File: src/rtl/sensor_conditioner.sv
// rtl/sensor_conditioner.sv - loop-detector conditioner: sync, debounce, arrival count, service request FSM
module sensor_conditioner #(
    parameter int DEB_CYCLES   = 16,
    parameter int MIN_CARS     = 1,
    parameter int STUCK_CYCLES = 1000000
) (
    input  logic       clk,
    input  logic       res,
    input  logic       raw_sns,
    input  logic       ack,
    output logic       sns,
    output logic [7:0] car_count,
    output logic       fault
);
    localparam int             DCW       = $clog2(DEB_CYCLES + 1);
    localparam logic [DCW-1:0] DEB_LAST  = DCW'(DEB_CYCLES - 1);
    localparam logic [7:0]     MIN_CNT   = 8'(MIN_CARS);
    localparam logic [23:0]    STUCK_LIM = 24'(STUCK_CYCLES);

    typedef enum logic [1:0] {
        S_IDLE  = 2'd0,
        S_COUNT = 2'd1,
        S_REQ   = 2'd2,
        S_FAULT = 2'd3
    } state_t;

    logic           sync1_q, sync1_d, sync2_q, sync2_d;
    logic           deb_q, deb_d;
    logic [DCW-1:0] dcnt_q, dcnt_d;
    logic [23:0]    scnt_q, scnt_d;
    logic [7:0]     car_count_q, car_count_d, cnt_inc;
    state_t         state_q, state_d;
    logic           sns_q, sns_d, fault_q, fault_d;
    logic           arrival;

    always_comb begin
        sync1_d = raw_sns;
        sync2_d = sync1_q;

        deb_d  = deb_q;
        dcnt_d = '0;
        if (sync2_q != deb_q) begin
            if (dcnt_q == DEB_LAST) begin
                deb_d = sync2_q;
            end else begin
                dcnt_d = dcnt_q + 1'b1;
            end
        end
        arrival = deb_d & ~deb_q;

        scnt_d = '0;
        if (deb_q) begin
            scnt_d = (scnt_q == 24'hFF_FFFF) ? scnt_q : scnt_q + 24'd1;
        end

        cnt_inc = (car_count_q == 8'hFF) ? car_count_q : car_count_q + 8'd1;

        state_d     = state_q;
        car_count_d = car_count_q;
        if (state_q == S_FAULT) begin
            // Arrivals are not counted while faulted; leave once the sensor releases.
            if (!deb_q) begin
                state_d     = S_IDLE;
                car_count_d = 8'd0;
            end else if (ack) begin
                car_count_d = 8'd0;
            end
        end else if (scnt_q >= STUCK_LIM) begin
            state_d = S_FAULT;
        end else if (state_q == S_REQ) begin
            if (ack) begin
                // An arrival on the grant edge starts a fresh count of one.
                car_count_d = arrival ? 8'd1 : 8'd0;
                if (!arrival) begin
                    state_d = S_IDLE;
                end else if (8'd1 >= MIN_CNT) begin
                    state_d = S_REQ;
                end else begin
                    state_d = S_COUNT;
                end
            end else if (arrival) begin
                car_count_d = cnt_inc;
            end
        end else begin
            if (arrival) begin
                car_count_d = cnt_inc;
            end
            if (car_count_q >= MIN_CNT) begin
                state_d = S_REQ;
            end else if (car_count_q != 8'd0) begin
                state_d = S_COUNT;
            end else begin
                state_d = S_IDLE;
            end
        end

        sns_d   = (state_d == S_REQ) || (state_d == S_FAULT);
        fault_d = (state_d == S_FAULT);
    end

    always_ff @(posedge clk or negedge res) begin
        if (!res) begin
            sync1_q     <= 1'b0;
            sync2_q     <= 1'b0;
            deb_q       <= 1'b0;
            dcnt_q      <= '0;
            scnt_q      <= '0;
            car_count_q <= 8'd0;
            state_q     <= S_IDLE;
            sns_q       <= 1'b0;
            fault_q     <= 1'b0;
        end else begin
            sync1_q     <= sync1_d;
            sync2_q     <= sync2_d;
            deb_q       <= deb_d;
            dcnt_q      <= dcnt_d;
            scnt_q      <= scnt_d;
            car_count_q <= car_count_d;
            state_q     <= state_d;
            sns_q       <= sns_d;
            fault_q     <= fault_d;
        end
    end

    assign sns       = sns_q;
    assign fault     = fault_q;
    assign car_count = car_count_q;
endmodule

File: config.mk
export PLATFORM = sky130hd
export DESIGN_NAME = sensor_conditioner
export DESIGN_NICKNAME = d
export VERILOG_FILES = /design/src/rtl/sensor_conditioner.sv
export SDC_FILE = /design/constraint.sdc
export NUM_CORES = 1
export LEC_CHECK = 0
export ABC_AREA = 1
export CAP_MARGIN = 15
export CORE_MARGIN = 5
export CORE_UTILIZATION = 45
export CTS_CLUSTER_SIZE = 25
export DETAILED_ROUTE_END_ITERATION = 12
export RECOVER_POWER = 100
export SYNTH_ARGS = -nofsm -noshare
export SYNTH_HDL_FRONTEND = slang
export SYNTH_SLANG_ARGS = --single-unit
File: constraint.sdc
create_clock -name clk -period 2.4 [get_ports clk]
set_input_delay 0.24 -clock clk [delete_from_list [all_inputs] [get_ports clk]]
set_output_delay 0.24 -clock clk [all_outputs]
set_load 0.05 [all_outputs]
==> flow_summary.json <==
{
  "crit_path_start_kind": "register",
  "cts_buffer_depth": 2,
  "core_area_um2": 6280,
  "path_class": "register to primary output",
  "yosysSeqAreaShare": 0.385,
  "crit_path_end_kind": "primary output",
  "vias": 2585,
  "synth_fa_ha_area_frac": 0.0306,
  "htree_num_levels": 2,
  "drtIter0Drc": 144,
  "hp-class": "register to register",
  "hold_violations": 0,
  "ir_drop_mv": 0.289,
  "start_util": 0.455,
  "io_buffers": 13,
  "rsz0062_at_grt": "no",
  "fillerInstances": 628,
  "ys_types": 37,
  "tightest_slew_ns": 1.12,
  "slowest_stage": "dlygate4sd3_1",
  "synth-edff-count": 0,
  "skew_ns": 0.00617,
  "synth-seq-cells": 44,
  "grt_util_all_layers": 0.174,
  "cts_tree": "built",
  "critical_path.n_buffers_inverters": 1,
  "cts.sinks": 44,
  "synthMuxAreaShare": 0,
  "cap_violations": 0,
  "synth_fp_nets": 415,
  "tns_ns": 0,
  "synth_top_family_by_area": "simple AND/OR/NAND/NOR gates",
  "fmax_mhz": 509,
  "io_pins": 14,
  "clock_latency_ns": 0.30,
  "setup_viol": 0,
  "yosysWarnings": 0,
  "finalWirelength_mm": 6.77,
  "required_ns": 2.16,
  "viasPerCell": 5.18,
  "cts_buffers": 5,
  "power.leakage_nw": 1.65,
  "status": "completed",
  "num_rows": 29,
  "hpwl_mm": 4.99,
  "drc": 0,
  "grt-ovfl-total": 0,
  "die_h_um": 89.7,
  "synth-async-reset-ratio": 1.00,
  "synthCells": 404,
  "finalInstanceArea_um2": 3160,
  "path_cells": "dlygate4sd3_1",
  "synth_compound_area_frac": 0.0486,
  "worstPathArrival_ns": 1.73,
  "die_w_um": 89.7,
  "routabilityCongestion": 0.841,
  "clkTransAtPathRegs_ns": 0.09,
  "crit_fanout": 9,
  "avgSynthCellArea_um2": 7.08,
  "drive_gt1_frac": 0.109,
  "wl_per_cell_um": 13.6,
  "antenna_found_initial": 0,
  "dr.pass1.iters": 4,
  "grt_max_degree": 26,
  "area_delta_synth_final_pct": 10.6,
  "num_antenna_cells": 0,
  "cts_resized": 0,
  "drv_slew": 0,
  "ys.flop_type": "dfrtp_1",
  "relSlewSlack": 0.254,
  "holdWs_ns": 0.354,
  "place_area_um2": 3060,
  "grt_pass1_vias": 2541,
  "slowest_delay_ns": 0.92,
  "synth-simple-area-share": 0.444,
  "antenna_left": 0,
  "clock-root-buffer": "clkbuf_8",
  "power_density_nw_per_um2": 474,
  "final.period_utilization": 0.819,
  "die-area_um2": 8050,
  "crit_family": "buffers and inverters",
  "finalNetCount": 432,
  "grt_pass1_wl_mm": 11.7,
  "netlist_area_um2": 2860,
  "synthXorXnorAreaFrac": 0.00919,
  "period_needed_ns": 1.97
}
==> through the flow <==
stage	util	setup WS (ns)	total power [mW]	std cells
2_1_floorplan	-	0.633	0.853	404
3_3_place_gp	0.487	0.645	0.901	490
3_5_place_dp	0.487	0.616	0.902	490
4_1_cts	0.508	0.476	1.52	499
5_1_grt	0.504	0.226	1.56	499
6_report	0.504	0.433	1.50	499
==> cells in the final DEF, fill, tap and decap left out, types with 3 or more instances in the layout <==
master and count:
o21ai_1 3, a21oi_1 3, nor2_2 4, clkbuf_8 6, nor3_2 3, nand3_1 51
dlygate4sd3_1 12, dfrtp_1 44, ha_1 7, o21ai_0 9, or2_2 5, nor2_1 48
nand4_1 14, nand2_1 123, inv_1 40, nor3_1 8, inv_2 11, nor2_4 3
o31ai_1 4
==> layer usage <==
layer / track usage / part of all wire / vias to the layer above
met4: 0.0768 / 0.028 / 0
met2: 0.282 / 0.47 / 40
met1: 0.226 / 0.48 / 1201
li1: - / - / 1328
met3: 0.0292 / 0.029 / 16
met5: 0 / 0 / -
==> state kept, by name, summed over array words and instances (netlist names) <==
| name | flops |
|---|---|
| state_q | 2 |
| sns | 1 |
| sync2_q | 1 |
| scnt_q | 24 |
| sync1_q | 1 |
| fault | 1 |
| car_count | 8 |
| dcnt_q | 5 |
| deb_q | 1 |
==> synth_stat cells (3+ instances only) <==
master / count / area share
o21ai_0: 7 / 0.012
or2_2: 5 / 0.011
ha_1: 7 / 0.031
a21oi_1: 3 / 0.0053
nor3_2: 3 / 0.011
inv_2: 11 / 0.014
inv_1: 40 / 0.053
nor2_1: 47 / 0.062
nand4_1: 14 / 0.031
nor3_1: 8 / 0.014
nor2_2: 5 / 0.011
o21ai_1: 4 / 0.0070
nand3_1: 51 / 0.089
nand2_1: 121 / 0.16
dfrtp_1: 44 / 0.39
o31ai_1: 3 / 0.0079
nor2_4: 3 / 0.012
nand2_2: 4 / 0.0088
==> final timing paths <==
path                                     startpoint  depth (start not counted)  slack [ns]                  endpoint
max in group asynchronous                       res                          3        0.80  car_count[4]$_DFFE_PN0P_
min in group asynchronous                       res                          2        0.66     scnt_q[6]$_DFFE_PN0P_
min reg2reg                       sync1_q$_DFF_PN0_                          0        0.35         sync2_q$_DFF_PN0_
min                               sync1_q$_DFF_PN0_                          0        0.35         sync2_q$_DFF_PN0_
max reg2reg                   scnt_q[0]$_DFFE_PN0P_                          8        0.44     scnt_q[0]$_DFFE_PN0P_
max                        car_count[0]$_DFFE_PN0P_                          1        0.43              car_count[0]
==> power by group <==
| part | switching [mW] | internal [mW] |
|---|---|---|
| sequential | 0.00960 | 0.760 |
| combinational | 0.0844 | 0.0304 |
| clock | 0.272 | 0.341 |
| total | 0.366 | 1.13 |
==> cell families after synthesis <==
logic type	after synthesis
adders and majority gates	7
xor gates and xnor gates	3
buffers and inverters	58
AOI/OAI and AO/OA	22
and+or+nand+nor	270
DFF	44
==> layout make-up <==
type | count | area (um^2) | area share
multi-input combinational | 302 | 1500 | 0.474
sequential | 44 | 1100 | 0.348
clock inverter | 2 | 38.8 | 0.0123
clock buffer | 6 | 82.6 | 0.0261
timing repair buffer | 16 | 149 | 0.0471
inverter | 52 | 195 | 0.0617
tap | 77 | 96.3 | 0.0305
==> what timing repair did <==
| action | in CTS | in global routing |
|---|---|---|
| setup buffers | 0 | 0 |
| hold buffers | 1 | 0 |
| hold endpoints to repair | 19 | 0 |
No activity file was read; power rests on OpenSTA's default activity.
==> variant 1: new RTL, same flow settings <==
`DEB_CYCLES`: 16 -> 8.
--- a/src/rtl/sensor_conditioner.sv
+++ b/src/rtl/sensor_conditioner.sv
@@ -1,5 +1,5 @@
 // rtl/sensor_conditioner.sv - loop-detector conditioner: sync, debounce, arrival count, service request FSM
 module sensor_conditioner #(
-    parameter int DEB_CYCLES   = 16,
+    parameter int DEB_CYCLES   = 8,
     parameter int MIN_CARS     = 1,
     parameter int STUCK_CYCLES = 1000000
Check against the original RTL: no difference found for any inputs over 10 cycles, from zero or initial values; that may be too few to reach the edited logic, so the function may still have changed.
==> variant 1 against the unedited design <==
Setup slack worse by 0.086 ns; design area fell by 4.9%; sequential cell count shrank 1; area after synthesis shrank 5.1%; routed wire length shrank 5.4%; final cell count shrank 4.0%; register-to-register slack got worse by 0.09 ns; highest routed layer unchanged.
Power is not compared: it rests on default switching activity, and its combinational part moved more than twofold at a synthesized area within 25%.
==> variant 1: results (changes against the unedited design) <==
status=complete, no violations; Post-Place Cells=471 (-3.9%); crit-path max cell delay=0.44 ns (-0.48 ns); sequential cells=43 (-2.3%); DP HPWL=4760 µm (-4.7%); RD Place Congestion=0.957 (+14%); WL final=6400 µm (-5.4%); leakage=~1.5 nW; WL met3=176 µm (-8.8%); Compound-Gate Fraction of Synth Area=6.60% (+1.7 points); Synth top area share=39.7% (+1.2 points); M1 WL=3030 µm (-6.1%); via count=2,457 (-5.0%); crit-path leading delay family=simple AND/OR/NAND/NOR gates; global-route wire length before repair=11,400 µm (-3.1%); Seq/Total Area, Yosys=39.7% (+1.2 points); dpl cell area=2910 µm² (-4.8%); share of layout cells above drive strength 1=7.43% (-3.5 points); met2 routed WL=3080 µm (-2.8%); Max Clock Skew=0.00524 ns (-0.000929 ns); slowest cell on the critical path=dfrtp_1; GRT Total Usage=18.8% (+1.4 points); Multi-input gate area=1410 µm² (-5.8%); Final Net Count=414 (-4.2%); largest net degree at the start of global routing=44 (+69%); post-route insts no fill=479 (-4.0%); Worst Path Arrival=2.27 ns (+0.54 ns); Post-Synth XOR/XNOR Area=0.969% (+0.050 points); routing usage on met3=3.39% (+0.47 points); Worst Hold Class=input port to asynchronous set/reset pin; Synth Area in Adders=3.23% (+0.17 points); final instance area=3010 µm² (-4.9%); clkbuf count=5 (-1); # fillers=610 (-2.9%); Distinct cells, synth=31 (-16%)
variant 1: changes by cell type after synthesis, moves of 3 or more:
cell	delta
o21ai_0	+6
nand3_1	+7
nand4_1	-3
nor2_1	-6
a31oi_1	+3
or2_2	-3
nand2_1	-3
inv_2	-3
nor2_2	-5
variant 1: worst paths after layout:
kind / start / end / slack (ns) / cells after the start
setup / recovery: scnt_q[0] / scnt_q[0] / 0.35 / 9
hold / removal: res / scnt_q[17] / 0.14 / 1
hold reg to reg: sync1_q / sync2_q / 0.35 / 0
setup reg to reg: scnt_q[0] / scnt_q[0] / 0.35 / 9
max in group asynchronous: res / scnt_q[6] / 1.59 / 1
min in group clk: sync1_q / sync2_q / 0.35 / 0
variant 1: per-stage QoR:
stage / worst slack [ns] / hold WS, ns / util (%)
global route: 0.0220 / 0.241 / 51.1
global placement: 0.401 / 0.332 / 49.4
finish: 0.347 / 0.139 / 51.1
floorplan: 0.569 / -0.0556 / -
CTS: 0.283 / 0.135 / 51.3
detailed placement: 0.307 / 0.336 / 49.4
==> variant 2: new RTL, same flow settings <==
Made on the original files. Re-encode `state_t` (4 states) as Gray code, 2 bits wide.
--- a/src/rtl/sensor_conditioner.sv
+++ b/src/rtl/sensor_conditioner.sv
@@ -19,8 +19,8 @@
 
     typedef enum logic [1:0] {
-        S_IDLE  = 2'd0,
-        S_COUNT = 2'd1,
-        S_REQ   = 2'd2,
-        S_FAULT = 2'd3
+        S_IDLE  = 2'b00,
+        S_COUNT = 2'b01,
+        S_REQ   = 2'b11,
+        S_FAULT = 2'b10
     } state_t;
 
Function: no difference found for any inputs over 10 cycles, from zero or initial values; not proved beyond that.
==> variant 2 against the unedited design <==
Power down 1.9%; sequential power decreased by 1%; sequential cell count is the same; routed wire length is 7.0% lower; hold slack is essentially flat; design area fell by 4.6%; first-iteration DRC count down 33%; setup slack lost 0.013 ns; area after synthesis shrank 4.4%; critical path type is now register to register; critical endpoint is now car_count[4].
==> variant 2: results (changes against the unedited design) <==
Final Net Count=397 (-8.1%); RD Place Congestion=0.866 (+3.1%); share of layout cells above drive strength 1=8.51% (-2.4 points); vias in the first global route=2,232 (-12%); Compound-Gate Fraction of Synth Area=6.86% (+2.0 points); status=complete, no violations; reg-to-reg setup timing slack=0.42 ns (-0.02 ns); leakage=1.55 nW (-5.6%); Synth Instances=368 (-8.9%); WL final=6300 µm (-7.0%); initial drt markers=96 (-33%); VDD IR max=0.000348 V (+20%); via count=2,398 (-7.2%); Max Clock Skew=0.00746 ns (+0.00129 ns); Max FO, Critical Path=12 (+3); Seq/Total Area, Yosys=40.3% (+1.8 points); pre-CTS setup slack=0.588 ns (-0.0273 ns); crit-path max cell delay=0.48 ns (-0.44 ns); crit-path leading delay family=simple AND/OR/NAND/NOR gates; Syn Nets=378 (-8.9%); slowest cell on the critical path=nor2_1; Area contributors post-synth=dfrtp_1, nand2_1, nand3_1; Final period util=82.5% (+0.53 points); Distinct cells, synth=35 (-5.4%); Post-Synth XOR/XNOR Area=1.92% (+1.0 points); WHS Endpoint=sync2_q; # fillers=620 (-1.3%); global-route wire length before repair=10,800 µm (-8.0%); DP HPWL=4740 µm (-5.0%); hold_ws=0.354 ns (-0.0000710 ns); Worst setup endpoint=car_count[4]; Slew HR=41.7% (+16 points); Wirelength per Cell=13.6 µm (+0.26%); commonest cells in the netlist=nand2_1, inv_1, dfrtp_1; dpl cell area=2930 µm² (-4.0%); Post-Place Cells=454 (-7.3%)
## variant 2: cell count changes after synthesis, moves of 3 or more
cell     delta
a21oi_1     +3
inv_2       -7
nand3_2     +3
nand2_1    -24
inv_1       +6
nand3_1     -8
a31oi_1     +6
nand4_1     -6
o21ai_0     +8
nor2_1     -15
## variant 2: layout make-up
type / instances / area, µm² / area share, %
Multi-Input combinational cell: 268 / 1360 / 45.1
Sequential cell: 44 / 1100 / 36.5
Inverter: 51 / 193 / 6.39
Timing Repair Buffer: 17 / 153 / 5.06
Tap cell: 75 / 93.8 / 3.11
Clock buffer: 5 / 68.8 / 2.28
Clock inverter: 3 / 47.5 / 1.58
## variant 2: per-layer routing
metal  part of all wire (%)  GRT usage, %  routed length [µm]
met4                   0.64          4.60                  40
met2                     42          27.0                2630
met3                    4.9          3.10                 307
met5                      0             0                   0
met1                     53          26.9                3320
